`config.mk`:
```
export PLATFORM = sky130hd
export DESIGN_NAME = ip_csum_engine_arbiter
export DESIGN_NICKNAME = d
export VERILOG_FILES = /design/src/rtl/ip_csum_pkg.sv /design/src/rtl/ip_csum_rr_arbiter.sv /design/src/rtl/ip_csum_engine_arbiter.sv
export SDC_FILE = /design/constraint.sdc
export NUM_CORES = 1
export LEC_CHECK = 0
export ABC_CLOCK_PERIOD_IN_PS = 8700
export CORE_AREA = 2 2 278 280
export DETAILED_ROUTE_END_ITERATION = 16
export DIE_AREA = 0 0 280 282
export SLEW_MARGIN = 20
export SYNTH_ARGS = -nofsm -noshare
export SYNTH_HDL_FRONTEND = slang
export SYNTH_HIERARCHICAL = 1
export SYNTH_SLANG_ARGS = --single-unit
```
`constraint.sdc`:
```
create_clock -name AXI_ACLK -period 8.7 [get_ports AXI_ACLK]
set_clock_uncertainty 0.2 [all_clocks]
set_input_delay 1.74 -clock AXI_ACLK [delete_from_list [all_inputs] [get_ports AXI_ACLK]]
set_output_delay 1.74 -clock AXI_ACLK [all_outputs]
set_load 0.01 [all_outputs]
```
`src/rtl/ip_csum_pkg.sv`:
```
// ---------------------------------------------------------------------------
// ip_csum_pkg
//   Shared definitions for the IPv4 header checksum engine arbiter:
//   FSM state encoding, header geometry constants and the one's-complement
//   end-around fold used by the engine.
// ---------------------------------------------------------------------------
package ip_csum_pkg;

  localparam int IPV4_HDR_BITS = 160;  // 20-byte IPv4 header
  localparam int CSUM_BYTE_OFS = 10;   // checksum field occupies bytes 10-11
  localparam int ACCUM_WORDS   = 5;    // 32 bits (two halfwords) per ACCUM cycle
  localparam int ACC_W         = 20;   // 10 * 0xFFFF < 2^20, never overflows

  typedef enum logic [1:0] {
    IDLE  = 2'd0,
    ACCUM = 2'd1,
    FOLD  = 2'd2,
    DONE  = 2'd3
  } state_t;

  // Two end-around carry steps are enough for a 20-bit accumulator:
  // the first leaves at most 0xFFFF + 0xF, the second cannot carry again.
  function automatic logic [15:0] fold_sum(input logic [ACC_W-1:0] acc);
    logic [16:0] s1;
    logic [16:0] s2;
    s1 = {1'b0, acc[15:0]} + 17'(acc[ACC_W-1:16]);
    s2 = {1'b0, s1[15:0]} + 17'(s1[16]);
    return s2[15:0];
  endfunction

endpackage

```
`src/rtl/ip_csum_rr_arbiter.sv`:
```
// ---------------------------------------------------------------------------
// ip_csum_rr_arbiter
//   Combinational rotate-priority selector. The requester at index ptr has
//   highest priority, then ptr+1, ... wrapping modulo NUM_REQ. The pointer
//   register itself lives in the parent.
//
// Ports:
//   req     in   NUM_REQ   request vector
//   ptr     in   IDX_W     current highest-priority index (< NUM_REQ)
//   any     out  1         at least one request is present
//   onehot  out  NUM_REQ   one-hot winner (0 when no request)
//   idx     out  IDX_W     binary index of the winner
// ---------------------------------------------------------------------------
module ip_csum_rr_arbiter #(
  parameter int NUM_REQ = 4
) (
  input  logic [NUM_REQ-1:0]         req,
  input  logic [$clog2(NUM_REQ)-1:0] ptr,
  output logic                       any,
  output logic [NUM_REQ-1:0]         onehot,
  output logic [$clog2(NUM_REQ)-1:0] idx
);

  localparam int IDX_W = $clog2(NUM_REQ);

  logic [NUM_REQ-1:0] rot;
  int                 sel;

  // NOTE: every signal written here gets a default before any condition, so
  // no path leaves a value unassigned and no latch is inferred.
  always_comb begin
    // Rotate so bit 0 of rot is requester ptr; the lowest set bit wins.
    rot = NUM_REQ'({req, req} >> ptr);
    any = |req;
    sel = 0;
    for (int k = NUM_REQ - 1; k >= 0; k--) begin
      if (rot[k]) sel = int'(ptr) + k;
    end
    if (sel >= NUM_REQ) sel = sel - NUM_REQ;
    idx    = IDX_W'(sel);
    onehot = any ? (NUM_REQ'(1) << idx) : '0;
  end

endmodule

```
`src/rtl/ip_csum_engine_arbiter.sv`:
```
// ---------------------------------------------------------------------------
// ip_csum_engine_arbiter
//   Shares one multi-cycle IPv4 header checksum engine among NUM_REQ
//   requesters. A round-robin arbiter grants one requester in IDLE, the
//   engine captures its 160-bit header, accumulates five 32-bit slices,
//   folds the sum and reports the checksum with a one-cycle done pulse.
//   One header every 8 cycles: capture, 5x ACCUM, FOLD, DONE.
//
// Ports:
//   AXI_ACLK   in   1                 clock
//   AXI_RESET  in   1                 synchronous active-high reset
//   req        in   NUM_REQ           per-requester request level
//   req_gen    in   NUM_REQ           1 = generate (checksum field as zero)
//   req_hdr    in   NUM_REQ*HDR_BITS  header i at [i*160 +: 160], byte 0 MSB
//   gnt        out  NUM_REQ           one-hot grant, capture through DONE
//   done       out  1                 one-cycle completion pulse
//   csum       out  16                ~folded_sum, valid with done
//   csum_ok    out  1                 folded_sum == 16'hFFFF, valid with done
//   bad_count  out  32                verify-failure counter
//
// Configuration:
//   IP_CSUM_BAD_COUNT_EN  when defined, bad_count counts verify failures
//                         (wraps at 2^32); otherwise it is tied to zero.
// ---------------------------------------------------------------------------
module ip_csum_engine_arbiter
  import ip_csum_pkg::*;
#(
  parameter int NUM_REQ  = 4,
  parameter int HDR_BITS = IPV4_HDR_BITS
) (
  input  logic                         AXI_ACLK,
  input  logic                         AXI_RESET,
  input  logic [NUM_REQ-1:0]           req,
  input  logic [NUM_REQ-1:0]           req_gen,
  input  logic [NUM_REQ*HDR_BITS-1:0]  req_hdr,
  output logic [NUM_REQ-1:0]           gnt,
  output logic                         done,
  output logic [15:0]                  csum,
  output logic                         csum_ok,
  output logic [31:0]                  bad_count
);

  localparam int               IDX_W     = $clog2(NUM_REQ);
  localparam int               CSUM_MSB  = HDR_BITS - 1 - 8 * CSUM_BYTE_OFS;
  localparam logic [2:0]       WCNT_LAST = 3'(ACCUM_WORDS - 1);
  localparam logic [IDX_W-1:0] IDX_LAST  = IDX_W'(NUM_REQ - 1);

  state_t               state;
  state_t               state_nxt;

  logic                 arb_any;
  logic [NUM_REQ-1:0]   arb_onehot;
  logic [IDX_W-1:0]     arb_idx;
  logic [IDX_W-1:0]     ptr;
  logic [IDX_W-1:0]     gnt_idx;
  logic                 capture;

  logic [HDR_BITS-1:0]  sel_hdr;
  logic                 sel_gen;
  logic [HDR_BITS-1:0]  hdr_q;
  logic [ACC_W-1:0]     acc;
  logic [2:0]           wcnt;
  logic [15:0]          folded;

  // -------------------------------------------------------------------------
  // Arbitration
  // -------------------------------------------------------------------------
  ip_csum_rr_arbiter #(.NUM_REQ(NUM_REQ)) u_arb (
    .req    (req),
    .ptr    (ptr),
    .any    (arb_any),
    .onehot (arb_onehot),
    .idx    (arb_idx)
  );

  assign capture = (state == IDLE) && arb_any;

  // Header/gen mux driven by the one-hot winner; in generate mode the
  // checksum field is forced to zero so the result is the value to insert.
  always_comb begin
    sel_hdr = '0;
    sel_gen = 1'b0;
    for (int i = 0; i < NUM_REQ; i++) begin
      if (arb_onehot[i]) begin
        sel_hdr = req_hdr[i*HDR_BITS +: HDR_BITS];
        sel_gen = req_gen[i];
      end
    end
    if (sel_gen) sel_hdr[CSUM_MSB -: 16] = 16'h0000;
  end

  // -------------------------------------------------------------------------
  // FSM
  // -------------------------------------------------------------------------
  // NOTE: sequential state uses non-blocking assignments so every register
  // samples pre-edge values regardless of process ordering.
  always_ff @(posedge AXI_ACLK) begin
    if (AXI_RESET) state <= IDLE;
    else           state <= state_nxt;
  end

  always_comb begin
    state_nxt = state;
    done      = 1'b0;
    unique case (state)
      IDLE:  if (arb_any) state_nxt = ACCUM;
      ACCUM: if (wcnt == WCNT_LAST) state_nxt = FOLD;
      FOLD:  state_nxt = DONE;
      DONE: begin
        done      = 1'b1;
        state_nxt = IDLE;
      end
      default: state_nxt = IDLE;
    endcase
  end

  // -------------------------------------------------------------------------
  // Control registers: grant, RR pointer, result
  // -------------------------------------------------------------------------
  assign folded = fold_sum(acc);

  always_ff @(posedge AXI_ACLK) begin
    if (AXI_RESET) begin
      gnt     <= '0;
      ptr     <= '0;
      csum    <= 16'h0000;
      csum_ok <= 1'b0;
    end else begin
      if (capture) gnt <= arb_onehot;
      if (state == FOLD) begin
        csum    <= ~folded;
        csum_ok <= (folded == 16'hFFFF);
      end
      if (state == DONE) begin
        gnt <= '0;
        ptr <= (gnt_idx == IDX_LAST) ? '0 : gnt_idx + 1'b1;
      end
    end
  end

  // -------------------------------------------------------------------------
  // Datapath: header shifter and accumulator
  // -------------------------------------------------------------------------
  // NOTE: datapath registers carry no reset; each is loaded at capture before
  // it is ever consumed, and the FSM (which is reset) gates every use.
  // The header shifts left 32 bits per ACCUM cycle, so the top 32 bits are
  // always the slice hdr[159-32*wcnt -: 32] of the captured header.
  always_ff @(posedge AXI_ACLK) begin
    if (capture) begin
      hdr_q   <= sel_hdr;
      gnt_idx <= arb_idx;
      acc     <= '0;
      wcnt    <= 3'd0;
    end else if (state == ACCUM) begin
      acc   <= acc + ACC_W'(hdr_q[HDR_BITS-1 -: 16]) + ACC_W'(hdr_q[HDR_BITS-17 -: 16]);
      hdr_q <= hdr_q << 32;
      wcnt  <= wcnt + 3'd1;
    end
  end

  // -------------------------------------------------------------------------
  // Verify-failure counter
  // -------------------------------------------------------------------------
`ifdef IP_CSUM_BAD_COUNT_EN
  logic        gen_q;
  logic [31:0] bad_q;

  always_ff @(posedge AXI_ACLK) begin
    if (capture) gen_q <= sel_gen;
  end

  always_ff @(posedge AXI_ACLK) begin
    if (AXI_RESET)                               bad_q <= '0;
    else if (state == DONE && !gen_q && !csum_ok) bad_q <= bad_q + 32'd1;
  end

  assign bad_count = bad_q;
`else
  assign bad_count = '0;
`endif

endmodule

```
==> flow_summary.yaml <==
outcome:
  status: "finished clean"
synth:
  synth_xor_area_share_pct: 2.11
  yosysTopAreaCell: "edfxtp_1"
  synth-simple-area-share_pct: 17.7
  ys_types: 67
  synth_top_family_by_area: "compound AO/OA/AOI/OAI gates"
  syn_area_per_cell_um2: 7.84
  synth_edf_count: 162
  syn_inst: 1901
  synth_mux_area_share_pct: 1.41
  synthFlopType: "edfxtp_1"
  synth_top_area_share_pct: 32.6
  async_reset_ff_share_pct: 0
  synth.area.top_cells: "edfxtp_1 33%, a21oi_1 12%, nor2_1 10%"
  synthAdderAreaFrac_pct: 4.93
  yosysWarnings: 6
  synth.most_common_cell: "nor2_1"
  synth_compound_area_share_pct: 28.5
  synthesis.area_mm2: 0.0149
  netlist_top_cells_count: "412 x nor2_1, 353 x a21oi_1, 162 x edfxtp_1, 162 x nand2_1, 161 x a22oi_1"
  synth-seq-area-share_pct: 39.1
  yosys_register_bits: 210
detailed_routing:
  antenna_left: 0
  vias: 15900
  wirelength_mm: 71.4
  via_per_inst: 4.59
  drt_iter0_drc: 1210
  firstDrtPassIters: 5
  drcViolationCount: 0
  wl_per_cell_um: 20.6
clock_network:
  post_cts_buffers: 0
  cts_tree: "built"
  cts.sinks: 210
  htree_levels: 1
  ctsHoldBuffers: 0
  cts-root-buf: "clkbuf_16"
  clock_path_buffers: 3
  cts_made_buffers: 29
  cts.clk_slew.worst_paths_ns: 0.07
  clock_latency_ns: 0.57
  cts.repair.resized: 0
critical_path:
  path_delay_family: "buffers and inverters"
  cp.depth: 11
  slowest_delay_ns: 0.73
  crit_required_ns: 8.88
  critPathSlowestCell: "nor2b_4"
  worstPathArrival_ns: 5.23
  worstRegToRegCells: 15
  setup.worst_path.class: "primary input to register"
  worst_path_most_repeated_cell: "a21oi_1"
  crit_path_end_kind: "register"
  worstReg2RegStart: "acc[16]$_SDFFE_PP0P_"
  startpoint: "req[2]"
  path_cells: "clkdlybuf4s50_1 -> a21oi_1 -> o211a_4 -> nor2b_4 -> buf_4 -> a22oi_1 -> nor2_1 -> a21oi_1 -> nor2_1 -> a21oi_1 -> o21ai_0"
  path_buf_inv: 2
  cp-start-kind: "primary input"
  reg2reg_slack_ns: 4.84
  cp_max_fo: 56
global_routing:
  grt_max_degree: 175
  grt_pass1_wl_mm: 100
  antenna_found_initial: 27
  grt_usage_pct: 17.0
  grt_pass1_vias: 15200
  overflow: 0
power_and_ir_drop:
  power_mw: 6.16
  total_leakage_power_nw: 8.58
  pwr_density_cell_mw_per_mm2: 265
  ir_drop_v: 0.000182
finish:
  syn_to_final_growth_pct: 55.9
  final_cell_count_no_fill: 3469
  multi_input_area_mm2: 0.00831
  layout.nets: 3159
  drive_gt1_share_pct: 3.26
  final_core_util_pct: 30.7
  fillerInstances: 8054
  layout.area.seq_mm2: 0.00583
sta:
  rsz0062_at_grt: "no"
  setup_viol_count_final: 0
  final_hold_viol_count: 0
  maxSlewHeadroom_pct: 32.5
  slew_violations: 0
  worst_pin_slew_ns: 1.01
  period_needed_ns: 5.05
  finalWorstSetupSlack_ns: 3.65
  fin_crit_sh_pct: 58.0
  fmax_ghz: 0.198
  setup_tns_ns: 0
placement:
  gp_congestion: 0.861
  dp_hpwl_mm: 55.3
  port_buffers: 671
  place_ws_ns: 2.94
  dp.cells: 3408
die:
  core_mm2: 0.0757
  io-pin-count: 704
  initial_core_util_pct: 19.7
  die_x_um: 280
  dieArea_mm2: 0.0790
  die_height_um: 282
  row_count: 101
worst_hold_path:
  hold_path.class: "register to register"
  worstHoldStart: "csum[8]$_SDFFE_PP0P_"
  hold_depth: 2
job:
  drv_cap: 0
[registers in the layout, summed over array words and instances, names as in the netlist]
name,flops
hdr_q,160
acc,20
csum,16
gnt,4
wcnt,3
gnt_idx,2
ptr,2
state,2
csum_ok,1
[report_power, final]
part	switching [mW]	internal, mW
clock	0.471	0.644
sequential	0.257	1.81
combinational	1.86	1.11
[cell usage in the layout (no fill, tap or decap), types with 4 or more instances in the layout]
| cell type | count |
|---|---|
| a21o_1 | 6 |
| nand3_1 | 11 |
| o21ai_1 | 5 |
| a211oi_1 | 15 |
| clkbuf_1 | 9 |
| diode_2 | 8 |
| conb_1 | 32 |
| clkdlybuf4s50_1 | 671 |
| nand2_1 | 160 |
| nor3_1 | 13 |
| clkbuf_16 | 30 |
| nand4b_1 | 4 |
| a22oi_1 | 161 |
| ha_1 | 30 |
| xnor2_1 | 25 |
| nand2b_1 | 5 |
| and3_1 | 5 |
| o211ai_1 | 5 |
| buf_4 | 14 |
| clkinv_2 | 4 |
| nor2b_1 | 4 |
| inv_1 | 22 |
| clkinv_1 | 6 |
| mux2i_1 | 21 |
| a21oi_1 | 353 |
| fa_1 | 18 |
| nor2_1 | 412 |
| o21ai_0 | 145 |
| o21a_1 | 4 |
| edfxtp_1 | 162 |
| nor4_1 | 4 |
| buf_12 | 4 |
| xor2_1 | 9 |
| dfxtp_1 | 48 |
[worst min-delay path: stages, from the launching register on]
cell	delay [ns]
dfxtp_1	0.30
nand2b_1	0.06
a21oi_1	0.06
[layout make-up]
class,count,share of cell area (%)
multi-input cells,1508,35.8
repair buffers,689,29.7
flip-flops and latches,210,25.1
well taps,978,5.27
clock buffers,41,3.49
inverters,23,0.372
clock inverters,12,0.253
diodes,8,0.0862
[metal layers]
| metal | vias up | share of wire, % | wire length, um | GRT usage [%] |
|---|---|---|---|---|
| met5 | - | 0.14 | 98 | 0 |
| met4 | 16 | 1.1 | 760 | 3.25 |
| met3 | 60 | 6.5 | 4670 | 3.15 |
| met2 | 543 | 49 | 35100 | 29.0 |
| met1 | 7406 | 43 | 30800 | 22.4 |
| li1 | 7901 | - | - | - |
[stage by stage]
stage          area (um^2)  hold WS [ns]
6_report             23200         0.272
5_1_grt              23200         0.291
4_1_cts              23200         0.271
3_5_place_dp         22300         0.262
3_3_place_gp         22300         0.261
2_1_floorplan        15000         0.245
[final timing paths]
| path | end |
|---|---|
| max | hdr_q[151]$_DFFE_PP_ |
| min | csum[8]$_SDFFE_PP0P_ |
| max reg2reg | csum_ok$_SDFFE_PP0P_ |
| min reg2reg | csum[8]$_SDFFE_PP0P_ |
[logic make-up after synthesis]
group / count (synthesis)
compound gates: 724
simple gates: 648
buf+inv: 214
flops: 210
fa+ha+maj: 48
xor+xnor: 35
mux: 21
other cells: 1
Power figures use the tool's default switching activity.
